<file path="src/rtl/pc_sequencer.sv">
// Program counter and fetch sequencer: next-address selection, ROM bank select,
// and run/wait-input/ROM-bubble/halt state with the commit stall it implies.
module pc_sequencer #(
  parameter int PC_WIDTH      = 10,
  parameter int ROM_SEL_WIDTH = 4
) (
  input  logic                     clock,
  input  logic                     reset,
  input  logic [1:0]               jump,
  input  logic                     branch,
  input  logic                     zero,
  input  logic                     halt,
  input  logic                     input_flag,
  input  logic                     change_rom,
  input  logic [15:0]              imm,
  input  logic [25:0]              jump_addr,
  input  logic [31:0]              reg_target,
  input  logic                     input_confirm,
  output logic [PC_WIDTH-1:0]      pc,
  output logic [PC_WIDTH-1:0]      pc_plus1,
  output logic [ROM_SEL_WIDTH-1:0] rom_sel,
  output logic                     stall,
  output logic                     halted,
  output logic                     waiting_input
);

  typedef enum logic [2:0] {
    S_RUN        = 3'd0,
    S_WAIT_IN    = 3'd1,
    S_IN_COMMIT  = 3'd2,
    S_ROM_BUBBLE = 3'd3,
    S_HALTED     = 3'd4
  } state_t;

  state_t                   r_state;
  state_t                   w_state_nxt;
  logic [PC_WIDTH-1:0]      r_pc;
  logic [PC_WIDTH-1:0]      w_pc_nxt;
  logic [ROM_SEL_WIDTH-1:0] r_rom_sel;
  logic [ROM_SEL_WIDTH-1:0] w_rom_sel_nxt;
  logic                     w_stall;

  logic                     r_sync1;
  logic                     r_sync2;
  logic                     r_edge_q;
  logic                     w_confirm_edge;

  logic [PC_WIDTH-1:0]      w_pc_plus1;
  logic [31:0]              w_imm_sext;
  logic [PC_WIDTH-1:0]      w_branch_tgt;
  logic [PC_WIDTH-1:0]      w_run_next_pc;
  logic                     w_unused_bits;

  // Upper operand bits are architecturally don't-care for this address width.
  assign w_unused_bits = ^{jump_addr, reg_target};

  assign w_pc_plus1     = r_pc + PC_WIDTH'(1);
  assign w_imm_sext     = {{16{imm[15]}}, imm};
  assign w_branch_tgt   = w_pc_plus1 + w_imm_sext[PC_WIDTH-1:0];
  assign w_confirm_edge = r_sync2 & ~r_edge_q;

  // Confirm button synchronizer and rising-edge detector.
  always_ff @(posedge clock or posedge reset) begin
    if (reset) begin
      r_sync1  <= 1'b0;
      r_sync2  <= 1'b0;
      r_edge_q <= 1'b0;
    end else begin
      r_sync1  <= input_confirm;
      r_sync2  <= r_sync1;
      r_edge_q <= r_sync2;
    end
  end

  // Sequential-state next-PC choice, highest priority first.
  always_comb begin
    w_run_next_pc = w_pc_plus1;
    if (jump == 2'b10) begin
      w_run_next_pc = reg_target[PC_WIDTH-1:0];
    end else if (jump == 2'b01) begin
      w_run_next_pc = jump_addr[PC_WIDTH-1:0];
    end else if (branch && zero) begin
      w_run_next_pc = w_branch_tgt;
    end else begin
      w_run_next_pc = w_pc_plus1;
    end
  end

  // Run-state transitions, PC/ROM-select updates and commit stall.
  always_comb begin
    w_state_nxt   = r_state;
    w_pc_nxt      = r_pc;
    w_rom_sel_nxt = r_rom_sel;
    w_stall       = 1'b0;
    case (r_state)
      S_RUN: begin
        w_stall = halt | input_flag;
        if (halt) begin
          w_state_nxt = S_HALTED;
        end else if (input_flag) begin
          w_state_nxt = S_WAIT_IN;
        end else if (change_rom) begin
          w_rom_sel_nxt = reg_target[ROM_SEL_WIDTH-1:0];
          w_pc_nxt      = {PC_WIDTH{1'b0}};
          w_state_nxt   = S_ROM_BUBBLE;
        end else begin
          w_pc_nxt = w_run_next_pc;
        end
      end
      S_WAIT_IN: begin
        w_stall = 1'b1;
        if (w_confirm_edge) begin
          w_state_nxt = S_IN_COMMIT;
        end else begin
          w_state_nxt = S_WAIT_IN;
        end
      end
      S_IN_COMMIT: begin
        w_stall     = 1'b0;
        w_pc_nxt    = w_pc_plus1;
        w_state_nxt = S_RUN;
      end
      S_ROM_BUBBLE: begin
        w_stall     = 1'b1;
        w_state_nxt = S_RUN;
      end
      S_HALTED: begin
        w_stall = 1'b1;
      end
      default: begin
        w_stall     = 1'b1;
        w_state_nxt = S_RUN;
      end
    endcase
  end

  // State, PC and ROM-select registers.
  always_ff @(posedge clock or posedge reset) begin
    if (reset) begin
      r_state   <= S_RUN;
      r_pc      <= {PC_WIDTH{1'b0}};
      r_rom_sel <= {ROM_SEL_WIDTH{1'b0}};
    end else begin
      r_state   <= w_state_nxt;
      r_pc      <= w_pc_nxt;
      r_rom_sel <= w_rom_sel_nxt;
    end
  end

  assign pc            = r_pc;
  assign pc_plus1      = w_pc_plus1;
  assign rom_sel       = r_rom_sel;
  assign stall         = w_stall;
  assign halted        = (r_state == S_HALTED);
  assign waiting_input = (r_state == S_WAIT_IN);

endmodule

</file>
<file path="config.mk">
export PLATFORM = sky130hd
export DESIGN_NAME = pc_sequencer
export DESIGN_NICKNAME = d
export VERILOG_FILES = /design/src/rtl/pc_sequencer.sv
export SDC_FILE = /design/constraint.sdc
export NUM_CORES = 1
export LEC_CHECK = 0
export ABC_AREA = 1
export CAP_MARGIN = 0
export CORE_MARGIN = 2
export CORE_UTILIZATION = 38
export CTS_CLUSTER_SIZE = 20
export DETAILED_ROUTE_END_ITERATION = 10
export GPL_TIMING_DRIVEN = 0
export PLACE_DENSITY = 0.82
export SLEW_MARGIN = 20
export SYNTH_ARGS = -nofsm -noshare
export SYNTH_HDL_FRONTEND = slang
export SYNTH_SLANG_ARGS = --single-unit
</file>
<file path="constraint.sdc">
create_clock -name clock -period 2.8 [get_ports clock]
set_input_delay 0.28 -clock clock [delete_from_list [all_inputs] [get_ports clock]]
set_output_delay 0.28 -clock clock [all_outputs]
set_load 0.02 [all_outputs]
</file>
==> out/results.ini, run 1 <==
[clock_network]
tritoncts=done
cts-root-buf=clkbuf_8
clock_latency_ns=0.26
clockBufferDepth=2
clkSinkCount=20
cts_max_level=1
cts_buffers=3
clk_pin_slew_ns=0.08

[global_routing]
first_global_vias=1973
grt_pass1_wl_um=8630
antenna_found_initial=0
grt_usage=0.201
grt_max_degree=21
grt-ovfl-total=0

[timing]
fin_crit_ns=2.54
worstMarginPinSlew_ns=0.794
setup_viol=0
setup_slack_ns=0.261
period_share=0.907
skew_ns=0.00493
max_freq_ghz=0.394
whs_ns=0.354
rsz0062_at_grt=no
fin_setup_tns_ns=0
drv_slew=0
hold_viol_final=0
slew_headroom=0.470

[worst_setup_path]
crit_chain=nand2_2, nor2_4, nand4_2, xor2_2, inv_1, ha_1, nand2_1, nor2_1, nand3_1, nand3_1, nand2_1, nand3_1, nand2_1, nand3_1, nand2_1, nand2_1, nand2_1
crit_path_start_kind=flip-flop
slowest_stage=dfrtp_2
crit_required_ns=2.96
cp_num_cells=17
path_common_cell=nand2_1
critPathMaxStageDelay_ns=0.43
ff2ff_path_depth=17
crit_family=simple AND/OR/NAND/NOR gates
arrival_ns=2.70
end_kind=flip-flop
crit_fanout=6
critical_path_buf_inv_count=1
path_class=reg2reg

[min_path]
hold_depth=0
min_path_type=reg2reg

[floorplanning]
core_sq_um=4690
die_area_sq_um=5410
initial_core_util=0.392
fp-row-count=25
ios=111
die_y_um=73.5
die_w_um=73.5

[logic_synthesis]
synthFlopType=dfrtp_1
postSynthAreaPerCell_sq_um=6.49
synthCells=283
synth_top_area_frac=0.272
async_flop_share=1.00
synth-seq-area-share=0.272
syn_area_sq_um=1840
ys_ff_latch=20
postSynthNetCount=379
synth-edff-count=0
synth.distinct_cells=33
ys_warn_count=0
synth_common_cells=nand2_1 (84), inv_1 (44), nor2_1 (25)
synthTopCellsByArea=dfrtp_1 (27%), nand2_1 (17%), inv_1 (9.0%), ha_1 (7.5%), nor2_1 (5.1%)
synth_top_area_cell=dfrtp_1
yosysMostFrequentCell=nand2_1

[final_layout]
syn2layout_area_growth_pct=45.7
final_cells=409
drive_gt1_frac=0.0986
fin_nets=452
final_core_util=0.571
num_antenna_cells=0

[routing]
firstDrtPassIters=4
drc=0
wl_um=5300
routed.top_layer=met4
met2_length_um=2510
wl_met3_um=462
ant_nets=0
wire_per_inst_um=13.0
vias=2110
met1_length_um=2260
drt_first_iter_violations=105
routed_via_density=5.16

[placed_design]
gp_congestion=0.876
port_buffers=66
dp_slack_ns=0.0619
hpwl_um=4200
dp_cells=403

[power]
p_leak_nw=1.36
swShare=0.459
power_density_nw_per_um2=890
p_sw_mw=1.09
power_frac_clock=0.124
seqPwrFrac=0.213
p_int_mw=1.29
peakVddDrop_v=0.000540
comb_power_share=0.663

[run]
drv_cap=0

[outcome]
status=finished clean

-- metal layers --
layer,vias up,GRT usage
met5,-,0
met4,0,0.0444
met3,8,0.0466
met2,91,0.337
met1,952,0.264
li1,1059,-
-- worst reg2reg max path, cell delays in order, from the launching register on --
cell and delay [ns]:
dfrtp_2 0.43, nand2_2 0.09, nor2_4 0.16, nand4_2 0.11
xor2_2 0.23, inv_1 0.11, ha_1 0.37, nand2_1 0.10
nor2_1 0.16, nand3_1 0.14, nand3_1 0.11, nand2_1 0.07
nand3_1 0.07, nand2_1 0.05, nand3_1 0.06, nand2_1 0.07
nand2_1 0.06, nand2_1 0.05
-- repair_timing --
item | 4_1_cts | 5_1_grt
buffers inserted | 0 | 2
gates resized for setup | 0 | 9
endpoints found under the setup margin | 0 | 4
hold buffers | 0 | 0
-- final cells by class --
class | instances | area, sq um
timing repair buffer | 68 | 676
clock inverter | 1 | 30.0
fill | 451 | 2010
inverter | 52 | 195
multi-input combinational | 208 | 1150
tap | 54 | 67.6
clock buffer | 3 | 41.3
buffer | 3 | 15.0
sequential | 20 | 507
-- power groups by stage --
stage,logic (mW),clock network [mW],registers [mW]
floorplan,0.868,0,0.592
global placement,1.50,0,0.510
detailed placement,1.53,0,0.516
CTS,1.54,0.299,0.512
global route,1.75,0.313,0.525
finish,1.58,0.295,0.509
-- cells by family (layout without fill, tap and decap cells) --
kind of cell    Yosys count  after routing  share of synthesized area
buf+inv                  55            127                      0.114
simple gates            144            144                      0.338
xor+xnor                  4              4                     0.0191
compound gates           45             45                      0.152
flops                    20             20                      0.272
mux                       3              3                     0.0184
fa+ha+maj                12             12                     0.0858
-- cells in the final DEF, fill, tap and decap left out, types with 3 or more instances in the layout --
master and n:
mux2_2 3, buf_2 3, a21o_1 3, clkdlybuf4s50_1 66
nand4_1 6, inv_2 6, ha_1 10, nand3_1 18
o21ai_1 3, o21ai_0 8, nor2_1 25, a21oi_1 9
dfrtp_1 15, nand2_1 84, dfrtp_2 5, o211ai_1 6
clkbuf_8 3, inv_1 44, o22ai_1 8, o21bai_1 3
-- sequential cells by signal, indices dropped and copies added (netlist names) --
register / flops
rom_sel: 4
r_sync2: 1
r_state: 3
pc: 10
r_edge_q: 1
r_sync1: 1
-- final timing paths --
path	from	endpoint	slack [ns]
max	pc[2]	pc[9]	0.26
max reg2reg	pc[2]	pc[9]	0.26
max in group asynchronous	reset	pc[3]	1.79
min	r_sync1	r_sync2	0.35
min in group asynchronous	reset	r_state[2]	0.46
min reg2reg	r_sync1	r_sync2	0.35
-- through the flow --
stage          instance area, sq um  power (mW)
3_5_place_dp                   2570        2.05
4_1_cts                        2640        2.35
5_1_grt                        2680        2.59
3_3_place_gp                   2570        2.01
6_report                       2680        2.38
2_1_floorplan                  1840        1.46
Power figures use the tool's default switching activity.
==> inputs of run 2 (changes only) <==
--- a/config.mk
+++ b/config.mk
@@ -9,6 +9,7 @@
 export CAP_MARGIN = 0
 export CORE_MARGIN = 2
 export CORE_UTILIZATION = 38
+export CTS_BUF_LIST = sky130_fd_sc_hd__clkbuf_16
 export CTS_CLUSTER_SIZE = 20
 export DETAILED_ROUTE_END_ITERATION = 10
 export GPL_TIMING_DRIVEN = 0
==> constraint.sdc (replaced) <==
create_clock -name clock -period 2.45 [get_ports clock]
set_input_delay 0.245 -clock clock [delete_from_list [all_inputs] [get_ports clock]]
set_output_delay 0.245 -clock clock [all_outputs]
set_load 0.02 [all_outputs]
==> out/results.ini, run 2 (synthesis results as in run 1) <==
[floorplanning]
die_area_sq_um=5410
ios=111
fp-row-count=25
die_w_um=73.5
die_y_um=73.5
core_sq_um=4690
initial_core_util=0.392

[worst_setup_path]
arrival_ns=2.59
crit_fanout=3
path_class=reg2reg
end_kind=flip-flop
crit_path_start_kind=flip-flop
crit_required_ns=2.60

[timing]
rsz0062_at_grt=yes
slew_headroom=0.475
worstMarginPinSlew_ns=0.786
setup_viol=0
max_freq_ghz=0.409
fin_crit_ns=2.45
skew_ns=0.00295
hold_viol_final=0
drv_slew=0
period_share=0.998

[global_routing]
use_met1=0.273
grt_util_met3=0.0494
first_global_vias=1977
busiest_layer=met2
grt_max_degree=21
grt_pass1_wl_um=8590
grtUsageMet2=0.322
grt_usage=0.200
antenna_found_initial=0
grt-ovfl-total=0

[placed_design]
placed_area_sq_um=2580
port_buffers=66
hpwl_um=4170
gp_congestion=0.865
dp_cells=403

[final_layout]
layout_commonest_cell=nand2_1
fin_area_sq_um=2900
final_core_util=0.619
num_antenna_cells=0
final_cells=421
fin_nets=464
largest_reg_flops=10
syn2layout_area_growth_pct=58.0
drive_gt1_frac=0.183
filler_cell_count=403
final_cell_mix=nand2_1 (80), clkdlybuf4s50_1 (66), inv_1 (41)

[power]
power_frac_clock=0.145
peakVddDrop_v=0.000756
power_density_nw_per_um2=1080
swShare=0.441
seqPwrFrac=0.186
p_leak_nw=1.42
p_sw_mw=1.38
comb_power_share=0.669
p_int_mw=1.75

[routing]
drc=0
vias=2152
routed_via_density=5.11
ant_nets=0
wire_per_inst_um=13.6
wl_um=5720
drt_first_iter_violations=143
firstDrtPassIters=4

[clock_network]
tritoncts=done
clockBufferDepth=2
cts_hold_buf=0
cts_buffers=3
clk_pin_slew_ns=0.06
clkSinkCount=20
clock_latency_ns=0.25
cts-root-buf=clkbuf_16
cts_max_level=1

[min_path]
min_path_type=reg2reg

[run]
drv_cap=0

[outcome]
status=finished clean

## run 2: cell count changes in the layout (fill, tap and decap cells not counted), sizes merged
cell    change
inv         -1
buf        +12
clkinv      +1
## run 2: final timing paths
kind                       startpoint         end  slack, ns  depth (start not counted)
max                             pc[0]       pc[6]      0.004                         13
min                           r_sync1     r_sync2       0.35                          0
max reg2reg                     pc[0]       pc[6]      0.004                         13
min reg2reg                   r_sync1     r_sync2       0.35                          0
max in group asynchronous       reset       pc[7]       1.47                          2
min in group asynchronous       reset  rom_sel[3]       0.44                          2
## run 2: final cells by class
cell class | count | area [sq um] | share of cell area
tap | 54 | 67.6 | 0.0233
sequential | 20 | 508 | 0.175
clock buffer | 3 | 75.1 | 0.0259
multi-input combinational | 208 | 1250 | 0.429
inverter | 52 | 196 | 0.0676
clock inverter | 1 | 30.0 | 0.0103
timing repair buffer | 80 | 766 | 0.264
buffer | 3 | 15.0 | 0.00517
## run 2: stage by stage
step | hold slack (ns) | TNS, ns | total power, mW | worst slack (ns)
2_1_floorplan | 0.209 | -0.0716 | 1.68 | -0.0273
3_3_place_gp | 0.333 | -0.0932 | 2.31 | -0.0932
3_5_place_dp | 0.337 | -0.125 | 2.34 | -0.122
4_1_cts | 0.351 | 0 | 2.86 | 0.00734
5_1_grt | 0.370 | -0.256 | 3.35 | -0.115
6_report | 0.348 | 0 | 3.12 | 0.00416
## run 2: worst max-delay path: stages, from the launching register on
cell	delay (ns)
dfrtp_2	0.43
buf_4	0.15
buf_4	0.13
nand4_1	0.11
o21ai_1	0.07
nand2_1	0.14
inv_2	0.07
ha_1	0.33
a21o_1	0.21
a21o_1	0.18
or2_0	0.20
nand3_1	0.07
nand3_1	0.08
a21o_1	0.16
## run 2: per-layer routing
layer	vias up	share of wire
li1	1081	-
met1	981	0.43
met2	84	0.49
met3	6	0.072
met4	0	0.0096
met5	-	0
## run 2: power groups by stage
stage	Clock (mW)	Combinational, mW	Sequential (mW)
floorplan	0	1.00	0.680
global placement	0	1.72	0.589
detailed placement	0	1.75	0.591
CTS	0.457	1.83	0.575
global route	0.483	2.27	0.598
finish	0.453	2.09	0.581
## run 2: what timing repair did
action,in CTS,in global routing
setup buffers,4,10
setup endpoints to repair,3,8
resized for setup,4,24
pin swaps,0,11
cloned,0,0
==> inputs of run 3 (changes only) <==
--- a/config.mk
+++ b/config.mk
@@ -12,7 +12,6 @@
 export CTS_BUF_LIST = sky130_fd_sc_hd__clkbuf_16
 export CTS_CLUSTER_SIZE = 20
 export DETAILED_ROUTE_END_ITERATION = 10
-export GPL_TIMING_DRIVEN = 0
 export PLACE_DENSITY = 0.82
 export SLEW_MARGIN = 20
 export SYNTH_ARGS = -nofsm -noshare
==> out/results.ini, run 3 (synthesis results as in run 1) <==
[routing]
drt_first_iter_violations=152
wl_um=5610
firstDrtPassIters=5
ant_nets=0
met1_length_um=2450
wire_per_inst_um=13.1
vias=2153
drc=0
met2_length_um=2700
wl_met3_um=405
routed.top_layer=met4
routed_via_density=5.03

[timing]
period_share=0.975
slew_headroom=0.489
worstMarginPinSlew_ns=0.766
fin_crit_ns=2.39
rsz0062_at_grt=yes
whs_ns=0.354
skew_ns=0.000869
drv_slew=0
max_freq_ghz=0.419
hold_viol_final=0
fin_setup_tns_ns=0
setup_viol=0

[power]
seqPwrFrac=0.181
swShare=0.438
p_int_mw=1.74
power_frac_clock=0.146
comb_power_share=0.673
p_leak_nw=1.48
peakVddDrop_v=0.000720
power_density_nw_per_um2=1060
power_mw=3.11
p_sw_mw=1.36

[final_layout]
filler_cell_count=402
final_core_util=0.626
final-seq-area_sq_um=503
largest_reg_flops=10
drive_gt1_frac=0.184
syn2layout_area_growth_pct=59.9
final_cell_mix=nand2_1 (82), clkdlybuf4s50_1 (65), inv_1 (40)
layout_commonest_cell=nand2_1
fin_area_sq_um=2940
multiInputGateArea_sq_um=1220
fin_nets=471
num_antenna_cells=0

[clock_network]
clockBufferDepth=2
clk_pin_slew_ns=0.06
cts_buffers=3
clock_latency_ns=0.25
cts_max_level=1
tritoncts=done
clkSinkCount=20
cts-root-buf=clkbuf_16

[floorplanning]
initial_core_util=0.392
fp-row-count=25
die_w_um=73.5
ios=111
core_sq_um=4690
die_y_um=73.5
die_area_sq_um=5410

[run]
drv_cap=0

[min_path]
min_path_type=reg2reg

[worst_setup_path]
crit_path_start_kind=flip-flop
critPathMaxStageDelay_ns=0.40
slowest_stage=dfrtp_1
path_common_cell=nand2_1
critical_path_buf_inv_count=1
crit_chain=nand2_1, nor2_4, nand4_2, xor2_2, inv_2, ha_4, nand2_1, nor2_2, nand3_1, nand3_1, nand2_1, nand3_1, nand2_1, nand3_1, nand2_1, nand2_1, nand2_1
arrival_ns=2.54
end_kind=flip-flop
path_class=reg2reg
crit_family=simple AND/OR/NAND/NOR gates
r2r_setup_slack_ns=0.06
crit_required_ns=2.60
crit_fanout=3

[placed_design]
port_buffers=66
placed_area_sq_um=2680
gp_congestion=0.870
hpwl_um=4280

[global_routing]
grt_max_degree=21
grt_usage=0.210
first_global_vias=1971
grt-ovfl-total=0
antenna_found_initial=0
grt_pass1_wl_um=8950

[outcome]
status=finished clean

-- run 3: cell types whose count changed in the layout (fill, tap and decap cells not counted), moves of 2 or more --
cell / previous run / this run
buf_2: 3 / 0
buf_4: 14 / 23
dfrtp_1: 14 / 18
dfrtp_2: 6 / 2
inv_2: 8 / 10
nand2_1: 80 / 82
nand2_2: 6 / 4
-- run 3: final timing paths --
check / from / to / cells after the start
max: pc[3] / pc[9] / 17
min: r_sync1 / r_sync2 / 0
max reg2reg: pc[3] / pc[9] / 17
min reg2reg: r_sync1 / r_sync2 / 0
max in group asynchronous: reset / pc[0] / 2
min in group asynchronous: reset / rom_sel[3] / 2
-- run 3: stage by stage --
stage	instances	setup WS [ns]
2_1_floorplan	283	-0.0273
3_3_place_gp	415	0.0616
3_5_place_dp	415	-0.00392
4_1_cts	421	0.000967
5_1_grt	428	-0.138
6_report	428	0.0611
-- run 3: routing by layer --
metal  vias to the layer above  global-route usage
met5                         -                   0
met4                         0              0.0222
met3                        10              0.0412
met2                        94               0.357
met1                       957               0.285
li1                       1092                   -
-- run 3: timing repair --
action	4_1_cts	5_1_grt
gates resized for setup	0	23
setup buffers	2	7
hold buffers	0	0
setup endpoints to repair	1	8
pin swaps	0	7
-- run 3: power by group through the flow --
stage / Combinational, mW / Clock, mW / Sequential, mW
after CTS: 1.94 / 0.454 / 0.556
after global placement: 1.86 / 0 / 0.557
after floorplan: 1.00 / 0 / 0.680
after detailed placement: 1.90 / 0 / 0.562
after global routing: 2.30 / 0.470 / 0.580
final: 2.09 / 0.455 / 0.561
-- run 3: cell type report --
cell class	instances	area share
clock buffer	3	0.0255
sequential	20	0.171
tap	54	0.0230
inverter	52	0.0664
clock inverter	1	0.0102
multi-input combinational	208	0.415
timing repair buffer	90	0.288
-- run 3: worst register-to-register path, cell delays in order, from the launching register on --
cell and delay, ns:
dfrtp_1 0.40, nand2_1 0.11, nor2_4 0.16, nand4_2 0.12, xor2_2 0.25, inv_2 0.08, ha_4 0.28, nand2_1 0.08
nor2_2 0.14, nand3_1 0.12, nand3_1 0.11, nand2_1 0.08, nand3_1 0.08, nand2_1 0.05, nand3_1 0.06, nand2_1 0.06
nand2_1 0.06, nand2_1 0.05
